--- config.mk ---
export PLATFORM = sky130hd
export DESIGN_NAME = datapath_pipe
export DESIGN_NICKNAME = d
export VERILOG_FILES = /design/src/rtl/datapath_pipe.sv
export SDC_FILE = /design/constraint.sdc
export NUM_CORES = 1
export LEC_CHECK = 0
export ABC_AREA = 1
export BUFFER_PORTS_ARGS = -buffer_cell sky130_fd_sc_hd__buf_2
export CAP_MARGIN = 40
export CORE_ASPECT_RATIO = 2
export CORE_MARGIN = 2
export CORE_UTILIZATION = 35
export CTS_CLUSTER_DIAMETER = 50
export DETAILED_ROUTE_END_ITERATION = 7
export GPL_TIMING_DRIVEN = 1
export PLACE_DENSITY_LB_ADDON = 0.05
export SLEW_MARGIN = 20
export SYNTH_ARGS = -nofsm -noshare
export SYNTH_HDL_FRONTEND = slang
export SYNTH_SLANG_ARGS = --single-unit
--- constraint.sdc ---
create_clock -name I_CLK -period 3.9 [get_ports I_CLK]
set_input_delay 0.195 -clock I_CLK [delete_from_list [all_inputs] [get_ports I_CLK]]
set_output_delay 0.195 -clock I_CLK [all_outputs]
set_load 0.02 [all_outputs]
--- src/rtl/datapath_pipe.sv ---
// Two-stage pipelined CR16-class datapath: register array, operand forwarding,
// registered writeback and status flags, plus the combinational alu it drives.

module alu #(
  parameter int P_WIDTH = 16
) (
  input  logic [P_WIDTH-1:0] a_i,
  input  logic [P_WIDTH-1:0] b_i,
  input  logic [3:0]         opcode_i,
  output logic [P_WIDTH-1:0] result_o,
  output logic [4:0]         flags_o
);
  localparam int L_MSB  = P_WIDTH - 1;
  localparam int L_SH_W = (P_WIDTH > 1) ? $clog2(P_WIDTH) : 1;

  logic [P_WIDTH:0]   sum_s;
  logic [P_WIDTH:0]   diff_s;
  logic [P_WIDTH-1:0] res_s;
  logic [L_SH_W-1:0]  sh_s;
  logic               c_s;
  logic               f_s;
  logic               l_s;

  // Flags are {N, Z, L(signed less), F(overflow), C(carry/borrow)}
  always_comb begin
    sum_s  = {1'b0, a_i} + {1'b0, b_i};
    diff_s = {1'b0, a_i} - {1'b0, b_i};
    sh_s   = b_i[L_SH_W-1:0];
    res_s  = '0;
    c_s    = 1'b0;
    f_s    = 1'b0;
    l_s    = 1'b0;
    case (opcode_i)
      4'd0: begin
        res_s = sum_s[P_WIDTH-1:0];
        c_s   = sum_s[P_WIDTH];
        f_s   = (a_i[L_MSB] == b_i[L_MSB]) && (sum_s[L_MSB] != a_i[L_MSB]);
      end
      4'd1, 4'd2: begin
        res_s = diff_s[P_WIDTH-1:0];
        c_s   = diff_s[P_WIDTH];
        f_s   = (a_i[L_MSB] != b_i[L_MSB]) && (diff_s[L_MSB] != a_i[L_MSB]);
        l_s   = diff_s[L_MSB] ^ f_s;
      end
      4'd3:    res_s = a_i & b_i;
      4'd4:    res_s = a_i | b_i;
      4'd5:    res_s = a_i ^ b_i;
      4'd6:    res_s = ~a_i;
      4'd7:    res_s = b_i;
      4'd8:    res_s = a_i << sh_s;
      4'd9:    res_s = a_i >> sh_s;
      4'd10:   res_s = $signed(a_i) >>> sh_s;
      default: res_s = '0;
    endcase
    result_o = res_s;
    flags_o  = {res_s[L_MSB], (res_s == '0), l_s, f_s, c_s};
  end
endmodule

module datapath_pipe #(
  parameter  int P_WIDTH    = 16,
  parameter  int P_NUM_REGS = 16,
  parameter  int P_FORWARD  = 1,
  parameter  int P_ZERO_REG = 0,
  localparam int L_SEL_W    = $clog2(P_NUM_REGS)
) (
  input  logic               I_CLK,
  input  logic               I_RESET,
  input  logic               I_ENABLE,
  input  logic               I_VALID,
  input  logic [L_SEL_W-1:0] I_REG_A_SELECT,
  input  logic [L_SEL_W-1:0] I_REG_B_SELECT,
  input  logic [P_WIDTH-1:0] I_IMMEDIATE,
  input  logic               I_IMMEDIATE_SELECT,
  input  logic [3:0]         I_OPCODE,
  input  logic [L_SEL_W-1:0] I_DEST_SELECT,
  input  logic               I_DEST_WRITE,
  input  logic               I_FLAGS_WRITE,
  input  logic [P_WIDTH-1:0] I_EXT_DATA,
  input  logic               I_EXT_SELECT,
  output logic [P_WIDTH-1:0] O_A,
  output logic [P_WIDTH-1:0] O_B,
  output logic               O_RESULT_VALID,
  output logic [P_WIDTH-1:0] O_RESULT,
  output logic [4:0]         O_STATUS_FLAGS
);
  localparam bit L_FWD  = (P_FORWARD != 0);
  localparam bit L_ZERO = (P_ZERO_REG != 0);

  logic [P_WIDTH-1:0] regs_q [P_NUM_REGS];

  logic               s1_valid_q;
  logic [P_WIDTH-1:0] s1_a_q;
  logic [P_WIDTH-1:0] s1_b_q;
  logic [3:0]         s1_op_q;
  logic [L_SEL_W-1:0] s1_dest_q;
  logic               s1_dw_q;
  logic               s1_fw_q;
  logic               s1_ext_sel_q;
  logic [P_WIDTH-1:0] s1_ext_q;

  logic               s2_valid_q;
  logic [P_WIDTH-1:0] s2_result_q;
  logic [L_SEL_W-1:0] s2_dest_q;
  logic               s2_dw_q;
  logic [4:0]         flags_q;

  logic [P_WIDTH-1:0] alu_res_s;
  logic [4:0]         alu_flags_s;
  logic [P_WIDTH-1:0] s2_result_d;
  logic [P_WIDTH-1:0] rd_a_s;
  logic [P_WIDTH-1:0] rd_b_s;
  logic [P_WIDTH-1:0] op_a_d;
  logic               s1_hit_a_s;
  logic               s1_hit_b_s;
  logic               s2_hit_a_s;
  logic               s2_hit_b_s;

  alu #(.P_WIDTH(P_WIDTH)) u_alu (
    .a_i      (s1_a_q),
    .b_i      (s1_b_q),
    .opcode_i (s1_op_q),
    .result_o (alu_res_s),
    .flags_o  (alu_flags_s)
  );

  // Operand resolution: zero register, then younger S1, then S2, then the array
  always_comb begin
    s2_result_d = s1_ext_sel_q ? s1_ext_q : alu_res_s;
    s1_hit_a_s  = L_FWD && s1_valid_q && s1_dw_q && (s1_dest_q == I_REG_A_SELECT);
    s1_hit_b_s  = L_FWD && s1_valid_q && s1_dw_q && (s1_dest_q == I_REG_B_SELECT);
    s2_hit_a_s  = L_FWD && s2_valid_q && s2_dw_q && (s2_dest_q == I_REG_A_SELECT);
    s2_hit_b_s  = L_FWD && s2_valid_q && s2_dw_q && (s2_dest_q == I_REG_B_SELECT);
    if (L_ZERO && (I_REG_A_SELECT == '0)) begin
      rd_a_s = '0;
    end else if (s1_hit_a_s) begin
      rd_a_s = s2_result_d;
    end else if (s2_hit_a_s) begin
      rd_a_s = s2_result_q;
    end else begin
      rd_a_s = regs_q[I_REG_A_SELECT];
    end
    if (L_ZERO && (I_REG_B_SELECT == '0)) begin
      rd_b_s = '0;
    end else if (s1_hit_b_s) begin
      rd_b_s = s2_result_d;
    end else if (s2_hit_b_s) begin
      rd_b_s = s2_result_q;
    end else begin
      rd_b_s = regs_q[I_REG_B_SELECT];
    end
    op_a_d = I_IMMEDIATE_SELECT ? I_IMMEDIATE : rd_a_s;
  end

  // Pipeline stages, flag register and register array; everything freezes when disabled
  always_ff @(posedge I_CLK) begin
    if (I_RESET) begin
      s1_valid_q   <= 1'b0;
      s1_a_q       <= '0;
      s1_b_q       <= '0;
      s1_op_q      <= 4'd0;
      s1_dest_q    <= '0;
      s1_dw_q      <= 1'b0;
      s1_fw_q      <= 1'b0;
      s1_ext_sel_q <= 1'b0;
      s1_ext_q     <= '0;
      s2_valid_q   <= 1'b0;
      s2_result_q  <= '0;
      s2_dest_q    <= '0;
      s2_dw_q      <= 1'b0;
      flags_q      <= 5'd0;
      for (int i = 0; i < P_NUM_REGS; i++) begin
        regs_q[i] <= '0;
      end
    end else if (I_ENABLE) begin
      s1_valid_q   <= I_VALID;
      s1_a_q       <= op_a_d;
      s1_b_q       <= rd_b_s;
      s1_op_q      <= I_OPCODE;
      s1_dest_q    <= I_DEST_SELECT;
      s1_dw_q      <= I_DEST_WRITE;
      s1_fw_q      <= I_FLAGS_WRITE;
      s1_ext_sel_q <= I_EXT_SELECT;
      s1_ext_q     <= I_EXT_DATA;
      s2_valid_q   <= s1_valid_q;
      s2_dest_q    <= s1_dest_q;
      s2_dw_q      <= s1_dw_q;
      // O_RESULT keeps the last real result across bubbles
      if (s1_valid_q) begin
        s2_result_q <= s2_result_d;
      end
      if (s1_valid_q && s1_fw_q && !s1_ext_sel_q) begin
        flags_q <= alu_flags_s;
      end
      if (s2_valid_q && s2_dw_q && !(L_ZERO && (s2_dest_q == '0))) begin
        regs_q[s2_dest_q] <= s2_result_q;
      end
    end
  end

  assign O_A            = s1_a_q;
  assign O_B            = s1_b_q;
  assign O_RESULT_VALID = s2_valid_q;
  assign O_RESULT       = s2_result_q;
  assign O_STATUS_FLAGS = flags_q;
endmodule

Word level (Yosys, flattened, before mapping)
Memories as Yosys holds them, arrays and structs flattened.
Cells that the tools add are included.
{"block": "word_totals", "reg_bits": 87, "mem_bits_rw": 256, "inputBits": 56, "elab_cells": 79, "n_memories": 1}
{"block": "classes", "addsub": 2, "eq_ne": 18, "shift": 3, "mux": 19, "bitwise": 5, "reduce_logical": 17}
{"name": "regs_q", "words": 16, "word_bits": 16, "rd": 2, "rd_clocked_by_memory_dff": 0, "write_ports": 16, "line": "90", "source": "logic [P_WIDTH-1:0] regs_q [P_NUM_REGS];"}
{"operator": "one-hot mux 16 bit (10 select lines)", "n": 1}
{"operator": "two-way mux 16 bit", "n": 7}
{"operator": "adder 16 x 16 -> 17 bit", "n": 1}
{"operator": "subtractor 16 x 16 -> 17 bit", "n": 1}
{"operator": "bitwise AND 16 bit", "n": 1}
{"operator": "== test 4 x 3 -> 1 bit (second input constant)", "n": 4}
{"operator": "== test 4 bit", "n": 4}
{"operator": "zero test 16 bit", "n": 1}
{"operator": "inverter 16 bit", "n": 1}
{"operator": "bitwise OR 16 bit", "n": 1}
{"operator": "OR reduction 16 bit", "n": 1}
{"operator": "left shift 16 x 4 -> 16 bit", "n": 1}
{"operator": ">> shifter 16 x 4 -> 16 bit", "n": 1}
{"operator": ">>> shifter 16 x 4 -> 16 bit", "n": 1}
{"operator": "bitwise XOR 16 bit", "n": 1}
{"operator": "== test 4 bit (second input constant)", "n": 3}
{"operator": "logical AND 1 bit", "n": 10}
{"operator": "== test 4 x 2 -> 1 bit (second input constant)", "n": 2}
{"operator": "two-way mux 1 bit", "n": 8}
{"operator": "== test 4 x 1 -> 1 bit (second input constant)", "n": 1}
{"operator": "zero test 4 bit", "n": 1}
{"operator": "two-way mux 4 bit", "n": 1}
{"operator": "one-hot mux 1 bit (2 select lines)", "n": 2}
{"operator": "AND reduction 2 bit", "n": 2}
{"operator": "5 further kinds", "n": 7}

Depth between registers and ports, before layout
Gate-level depths: netlist (run 1).
{"block": "depth", "depth_word": 7, "depth_mapped": 24, "mapped_depth_nobuf": 22}

Hierarchy
From an unflattened synthesis (run 1), not the netlist that was laid out.
{"block": "hier_totals", "cells_unflattened": 3509, "area_unflattened_um2": 23671.5}
{"mod": "datapath_pipe", "instances": 1, "cells_per_inst": 2496, "area_each_um2": 18908.1}
{"mod": "alu", "instances": 1, "cells_per_inst": 1013, "area_each_um2": 4763.3}

Worst setup path before layout (run 1)
OpenSTA, ideal clock, no wires.
{"block": "synth_path", "path_type": "reg2reg", "start": "register s1_b_q[3], in the netlist O_B[3]", "end": "register flags_q[3], in the netlist O_STATUS_FLAGS[3]", "t_arrival_ns": 3.514, "setup_slack_ns": 0.315, "path_stages_with_launch": 23, "period_less_slack_ns": 3.585, "path_cell_list": "dfxtp_1 > clkbuf_1 > inv_1 > clkbuf_1 > ha_1 > buf_2 > nor2_1 > nand3_1 > nand3_1 > nand3_1 > nand3_1 > a21oi_1 > o21ai_0 > fa_1 > nand2_1 > o211ai_1 > nor2_1 > nand3_1 > nor2_2 > nand2_1 > nor2_1 > nand4_1 > a21oi_1"}
{"block": "synth_via", "elab_chain_len": 3, "word_cells_on_any_way": 10}
{"element": "start, declared", "line": "94", "source": "logic [P_WIDTH-1:0] s1_b_q;"}
{"element": "start signal, assigned", "line": "178", "source": "s1_b_q <= rd_b_s;"}
{"element": "subtractor 16 x 16 -> 17 bit (tied with other cells)", "line": "27", "source": "diff_s = {1'b0, a_i} - {1'b0, b_i};"}
{"element": "one-hot mux 16 bit (10 select lines) *", "line": "33", "source": "case (opcode_i)"}
{"element": "zero test 16 bit *", "line": "56", "source": "flags_o = {res_s[L_MSB], (res_s == '0), l_s, f_s, c_s};"}
{"element": "end signal, assigned", "line": "193", "source": "flags_q <= alu_flags_s;"}
{"element": "end, declared", "line": "106", "source": "logic [4:0] flags_q;"}
Every way passes the cells marked *; elsewhere a longest branch is shown, timed or not.
A chain may end at the register's enable or synchronous reset.

Worst setup path after layout (run 1)
{"block": "layout_path", "start": "register s1_a_q[3], in the netlist O_A[3]", "end": "register flags_q[3], in the netlist O_STATUS_FLAGS[3]"}
{"block": "layout_via", "elab_chain_len": 3, "word_cells_on_any_way": 11}
{"element": "start, declared", "line": "93", "source": "logic [P_WIDTH-1:0] s1_a_q;"}
{"element": "start signal, assigned", "line": "177", "source": "s1_a_q <= op_a_d;"}
{"element": "subtractor 16 x 16 -> 17 bit (tied with other cells)", "line": "27"}
{"element": "one-hot mux 16 bit (10 select lines) *", "line": "33"}
{"element": "zero test 16 bit *", "line": "56"}
Marked as above.

==> summary.md, run 1 <==
| Metric | Value |
|---|---|
| Status | `finished clean` |
| Total track usage | `28.55%` |
| CTS H-tree lvls | `2` |
| Top cells by area, synth | `edfxtp_1 (34%), nand2_1 (8.8%), nor2_1 (8.3%), dfxtp_1 (7.8%), nand3_1 (7.3%)` |
| Antenna violations before repair | `1` |
| WL final | `95770 µm` |
| Leakage Power | `10.40 nW` |
| Worst-Skew Late Latency | `0.57 ns` |
| Final worst path period share | `91.38%` |
| Critical Path Start | `O_A[3]` |
| CTS tree | `built` |
| Min cycle time layout | `3.564 ns` |
| RSZ-0062 raised after global routing | `false` |
| Relative slew slack | `44.72%` |
| DR WL/cell | `24.03 µm` |
| Register area | `9433 µm²` |
| Post-Syn Instances | `3085` |
| Worst path required time | `4.39 ns` |
| Ys flop type | `edfxtp_1` |
| Via count | `22542` |
| CTS root buf | `clkbuf_16` |
| Max Buffers Root-to-Sink | `3` |
| Global placer's final weighted congestion | `0.9360` |
| Worst path arrival time | `4.05 ns` |
| Min-delay worst type | `in2reg` |
| Max Freq | `280.6 MHz` |
| Synth top area share | `34.37%` |
| Cell accounting for the most synthesized area | `edfxtp_1` |
| Site Rows | `131` |
| Die area | `66070 µm²` |
| HPWL Detailed | `67950 µm` |
| Clock sink count | `343` |
| Cell area after synthesis | `22370 µm²` |
| Residual DRC | `0` |
| Commonest non-fill, non-tap cell in the layout | `nand2_1` |
| Final setup vio count | `0` |
| Die height | `361.5 µm` |
| Asr flop ratio synth | `0%` |
| Max-cap violations | `0` |
| Post-CTS Setup Repair Bufs | `0` |
| Startpoint type of the worst setup path | `register` |
| Detailed Route Iter0 Violations | `2181` |
| Core area | `63430 µm²` |
| Initial Util | `35.26%` |
| Cell variety after synth | `44` |
| Antenna Nets Post-Route | `0` |
| Yosys reg bits | `343` |
| Final instance area | `25620 µm²` |
| First-pass GRT wire length | `141400 µm` |
| Ratio of cells with drive above 1 in the final layout | `9.758%` |
| Clock Skew | `0.02425 ns` |
| Crit Reg-Reg Endpoint | `O_STATUS_FLAGS[3]` |
| Setup tns final | `0 ns` |
| Power per standard cell area | `399.2 nW/µm²` |
| Post-synth EDFFs | `256` |
| Slew @ Worst Pin | `0.8283 ns` |
| Critical Path Sink | `O_STATUS_FLAGS[3]` |
| CP Capture Type | `register` |
| VDD IR max | `0.3844 mV` |
| Chip width | `182.8 µm` |
| # port buffers | `109` |
| Io pins | `110` |
| Detail-routed via count per cell | `5.655` |
| Final hold violation count | `0` |
| Synthesis Warnings | `0` |
| Pin count of the biggest net entering global routing | `127` |
| # fillers | `6706` |
| Synth-to-Final Area Change | `14.54%` |
| Final #Nets | `3269` |
| Reg2reg start | `O_A[3]` |
| CTS buffer count | `40` |
| Worst Path Max Fanout | `7` |
| FF-to-FF setup slack | `0.34 ns` |
| Post-Syn Area per Cell | `7.251 µm²` |
| Syn nets | `3198` |
| Clock slew at reported path FFs | `0.06 ns` |
| Slew Limit Fails | `0` |
| Grt total ovfl | `0` |
| Setup Crit Path Kind | `reg2reg` |
| Seq/Total Area, Yosys | `42.15%` |
| Number of global-route vias before repair | `21304` |
| First-pass iteration count of the detailed router | `5` |
| DP Area | `23870 µm²` |
| Area of the multi-input gates | `10980 µm²` |
| Most frequent cells in the layout | `nand2_1 (522), nor2_1 (494), nand3_1 (328)` |
| Worst reg2reg path depth | `19` |
registers in the layout, summed over array words and instances (netlist names), 4 cells and up:
| signal | cells |
|---|---|
| regs_q | 256 |
| s1_op_q | 4 |
| O_RESULT | 16 |
| s1_dest_q | 4 |
| s2_dest_q | 4 |
| O_A | 16 |
| O_STATUS_FLAGS | 5 |
| O_B | 16 |
| s1_ext_q | 16 |
critical path: stages (launching register included):
cell and delay [ns]:
dfxtp_1 0.44, inv_1 0.09, ha_1 0.32, nor2_1 0.20, nand3_1 0.11, nand3_1 0.23
nand3_1 0.16, nand3_1 0.15, a21oi_1 0.10, o21ai_0 0.22, fa_1 0.49, nand2_1 0.09
o211ai_1 0.08, nor2_1 0.14, nand3_1 0.09, nor2_2 0.19, nand2_1 0.07, nor2_1 0.09
nand4_1 0.09, a21oi_1 0.14
kinds of logic after synthesis:
group                      count (synthesis)  share of synthesized area [%]
and+or+nand+nor                         1406                          26.27
AOI/OAI and AO/OA                        771                          19.16
DFF                                      343                          42.15
xor gates and xnor gates                   7                         0.2741
buffers and inverters                    501                          8.860
adders and majority gates                 57                          3.289
worst min-delay path by stage:
stage,start,to,cells past startpoint
detailed placement,I_VALID,s1_valid_q,3
CTS,I_IMMEDIATE[13],O_A[13],5
finish,I_IMMEDIATE[3],O_A[3],3
global route,I_IMMEDIATE[3],O_A[3],3
floorplan,I_DEST_WRITE,s1_dw_q,2
global placement,I_VALID,s1_valid_q,3
power by group:
part | leakage [nW] | total, mW | internal, mW | switching [mW]
sequential | 3.36 | 4.17 | 4.06 | 0.109
clock | 0.635 | 3.92 | 2.23 | 1.69
combinational | 6.40 | 2.14 | 0.614 | 1.52
total | 10.4 | 10.2 | 6.91 | 3.32
stage by stage:
stage / total power, mW / hold slack (ns) / instances / utilization [%] / setup WS, ns
after floorplan: 5.494 / 0.3299 / 3085 / - / 0.3155
after global placement: 6.300 / 0.4201 / 3867 / 37.43 / 0.4032
after detailed placement: 6.307 / 0.4235 / 3874 / 37.63 / 0.2842
after CTS: 10.27 / 0.01910 / 3981 / 40.25 / 0.2694
after global routing: 10.61 / 0.04655 / 3985 / 40.39 / 0.04988
final: 10.23 / 0.03873 / 3986 / 40.39 / 0.3360
cell usage after synthesis (all sizes together) (6+ instances only):
cell type  instances
dfxtp             87
buf               76
inv              267
edfxtp           256
nor2             498
nand4             18
clkinv            18
clkbuf           140
a21oi            259
o211ai           110
or2               13
a211oi            22
o21ai            324
nand2            524
ha                54
a31oi             16
o22ai             25
and2               6
nor3              12
nand3            328
area by class of cell:
| class | instances | share of cell area, % |
|---|---|---|
| antenna | 1 | 0.009767 |
| timing repair buffer | 245 | 7.100 |
| clock buffer | 49 | 4.161 |
| inverter | 285 | 4.175 |
| tap | 798 | 3.897 |
| multi-input combinational | 2241 | 42.84 |
| clock inverter | 24 | 1.006 |
| sequential | 343 | 36.82 |
timing repair:
action,CTS,global route
hold buffers,34,0
endpoints found under the hold margin,32,0
gates resized for setup,0,6
setup endpoints to repair,0,4
routing by layer:
layer	global-route usage, %	routed length (µm)
met1	39.36	41580
met2	46.43	44410
met3	2.748	5959
met4	10.26	3829
met5	0	0
Note: power is estimated with default switching activity, not from simulation.
==> inputs of run 2 (changes only) <==
- RECOVER_POWER: unset -> 50
==> run 2 against run 1 <==
  * Core utilization decreased by 0.26 points
  * Global-route usage is the same
  * Critical path depth unchanged
  * Clock power is essentially flat
  * Clock skew down 0.0022 ns
  * Register-to-register slack got worse by 0.03 ns
  * Die area stayed put
  * Critical path type unchanged
  * Critical endpoint unchanged
==> summary.md, run 2 (synthesis results as in run 1) <==
| Metric | Value |
|---|---|
| Int Power | `6.892 mW` |
| Final setup vio count | `0` |
| CP Capture Type | `register` |
| Antenna violations before repair | `0` |
| Detail-routed via count per cell | `5.635` |
| WL final | `95870 µm` |
| Min-delay worst type | `in2reg` |
| CTS tree | `built` |
| Slew Limit Fails | `0` |
| Final worst path period share | `92.15%` |
| Via count | `22463` |
| Clk network pwr share | `38.4%` |
| Largest register by flop count | `regs_q` |
| Core area | `63430 µm²` |
| Psw | `3.315 mW` |
| Global placer's final weighted congestion | `0.9360` |
| Min cycle time layout | `3.594 ns` |
| Max-cap violations | `0` |
| Relative slew slack | `12.12%` |
| # port buffers | `109` |
| Clock slew at reported path FFs | `0.06 ns` |
| Clock sink count | `343` |
| Worst path arrival time | `4.08 ns` |
| Worst path required time | `4.39 ns` |
| Chip width | `182.8 µm` |
| Final #Nets | `3269` |
| RSZ-0062 raised after global routing | `false` |
| Most frequent cells in the layout | `nand2_1 (522), nor2_1 (494), nand3_1 (328)` |
| Leakage Power | `10.13 nW` |
| Total track usage | `28.55%` |
| Setup tns final | `0 ns` |
| CTS buffer count | `40` |
| Number of global-route vias before repair | `21304` |
| Initial Util | `35.26%` |
| Site Rows | `131` |
| Detailed Route Iter0 Violations | `2235` |
| Synth-to-Final Area Change | `13.79%` |
| Commonest non-fill, non-tap cell in the layout | `nand2_1` |
| Sw Ratio | `32.48%` |
| First-pass GRT wire length | `141400 µm` |
| HPWL Detailed | `67950 µm` |
| Setup WS post-layout | `0.3060 ns` |
| Reg power frac | `40.8%` |
| Status | `finished clean` |
| Post-CTS Setup Repair Bufs | `0` |
| Io pins | `110` |
| Worst Path Max Fanout | `7` |
| DP Area | `23870 µm²` |
| Placement Setup Slack | `0.2842 ns` |
| Clock Skew | `0.02205 ns` |
| Startpoint type of the worst setup path | `register` |
| Slew @ Worst Pin | `1.318 ns` |
| Residual DRC | `0` |
| FF-to-FF setup slack | `0.31 ns` |
| Max FFs per register | `256` |
| Die height | `361.5 µm` |
| Grt total ovfl | `0` |
| Max Buffers Root-to-Sink | `3` |
| Antenna Nets Post-Route | `0` |
| Final hold violation count | `0` |
| Final instance area | `25450 µm²` |
| Max Freq | `278.2 MHz` |
| Setup Crit Path Kind | `reg2reg` |
| Power per standard cell area | `401.0 nW/µm²` |
| Worst-Skew Late Latency | `0.57 ns` |
| Ratio of cells with drive above 1 in the final layout | `7.531%` |
| Logic pwr share | `20.8%` |
| DR WL/cell | `24.05 µm` |
| Pin count of the biggest net entering global routing | `127` |
| CTS root buf | `clkbuf_16` |
| First-pass iteration count of the detailed router | `6` |
| VDD IR max | `0.3844 mV` |
| Die area | `66070 µm²` |
| CTS H-tree lvls | `2` |
## run 2: area by class of cell
cell class / count / area [µm²]
diodes: 1 / 2.502
clock buffers: 49 / 1066
clock inverters: 24 / 257.7
fillers: 6758 / 37980
inverters: 285 / 1070
multi-input cells: 2241 / 10980
flip-flops and latches: 343 / 9433
well taps: 798 / 998.5
repair buffers: 245 / 1652
## run 2: path summary, 6_finish.rpt
check                 endpoint           start  cells after the start
min                     O_A[3]  I_IMMEDIATE[3]                      3
max          O_STATUS_FLAGS[3]          O_A[3]                     19
min reg2reg            s1_fw_q         s1_fw_q                      2
max reg2reg  O_STATUS_FLAGS[3]          O_A[3]                     19
## run 2: layer usage
metal	up-vias	global-route usage, %	part of all wire [%]
li1	10619	-	-
met1	10776	39.36	44
met2	900	46.43	46
met3	168	2.748	5.9
met4	0	10.26	4.0
met5	-	0	0
## run 2: through the flow
| stage | hold slack (ns) | util [%] | total power [mW] | cells |
|---|---|---|---|---|
| 3_3_place_gp | 0.4201 | 37.43 | 6.300 | 3867 |
| 5_1_grt | 0.04655 | 40.12 | 10.60 | 3985 |
| 6_report | 0.02879 | 40.13 | 10.21 | 3986 |
| 3_5_place_dp | 0.4235 | 37.63 | 6.307 | 3874 |
| 4_1_cts | 0.01910 | 40.25 | 10.27 | 3981 |
| 2_1_floorplan | 0.3299 | - | 5.494 | 3085 |
## run 2: critical path: stages (launching register included)
cell and delay (ns):
dfxtp_1 0.45, inv_1 0.09, ha_1 0.32, nor2_1 0.20, nand3_1 0.11, nand3_1 0.24, nand3_1 0.16, nand3_1 0.15
a21oi_1 0.11, o21ai_0 0.22, fa_1 0.49, nand2_1 0.09, o211ai_1 0.08, nor2_1 0.14, nand3_1 0.09, nor2_2 0.19
nand2_1 0.07, nor2_1 0.09, nand4_1 0.09, a21oi_1 0.14
## run 2: power groups by stage
stage | logic [mW] | registers [mW] | clock network [mW]
3_3_place_gp | 2.06 | 4.24 | 0
3_5_place_dp | 2.07 | 4.24 | 0
5_1_grt | 2.31 | 4.18 | 4.10
4_1_cts | 2.10 | 4.16 | 4.01
6_report | 2.12 | 4.17 | 3.92
2_1_floorplan | 1.24 | 4.26 | 0
## run 2: what timing repair did
action	4_1_cts	5_1_grt
hold buffers	34	0
endpoints found under the hold margin	32	0
setup endpoints to repair	0	4
resized for setup	0	6
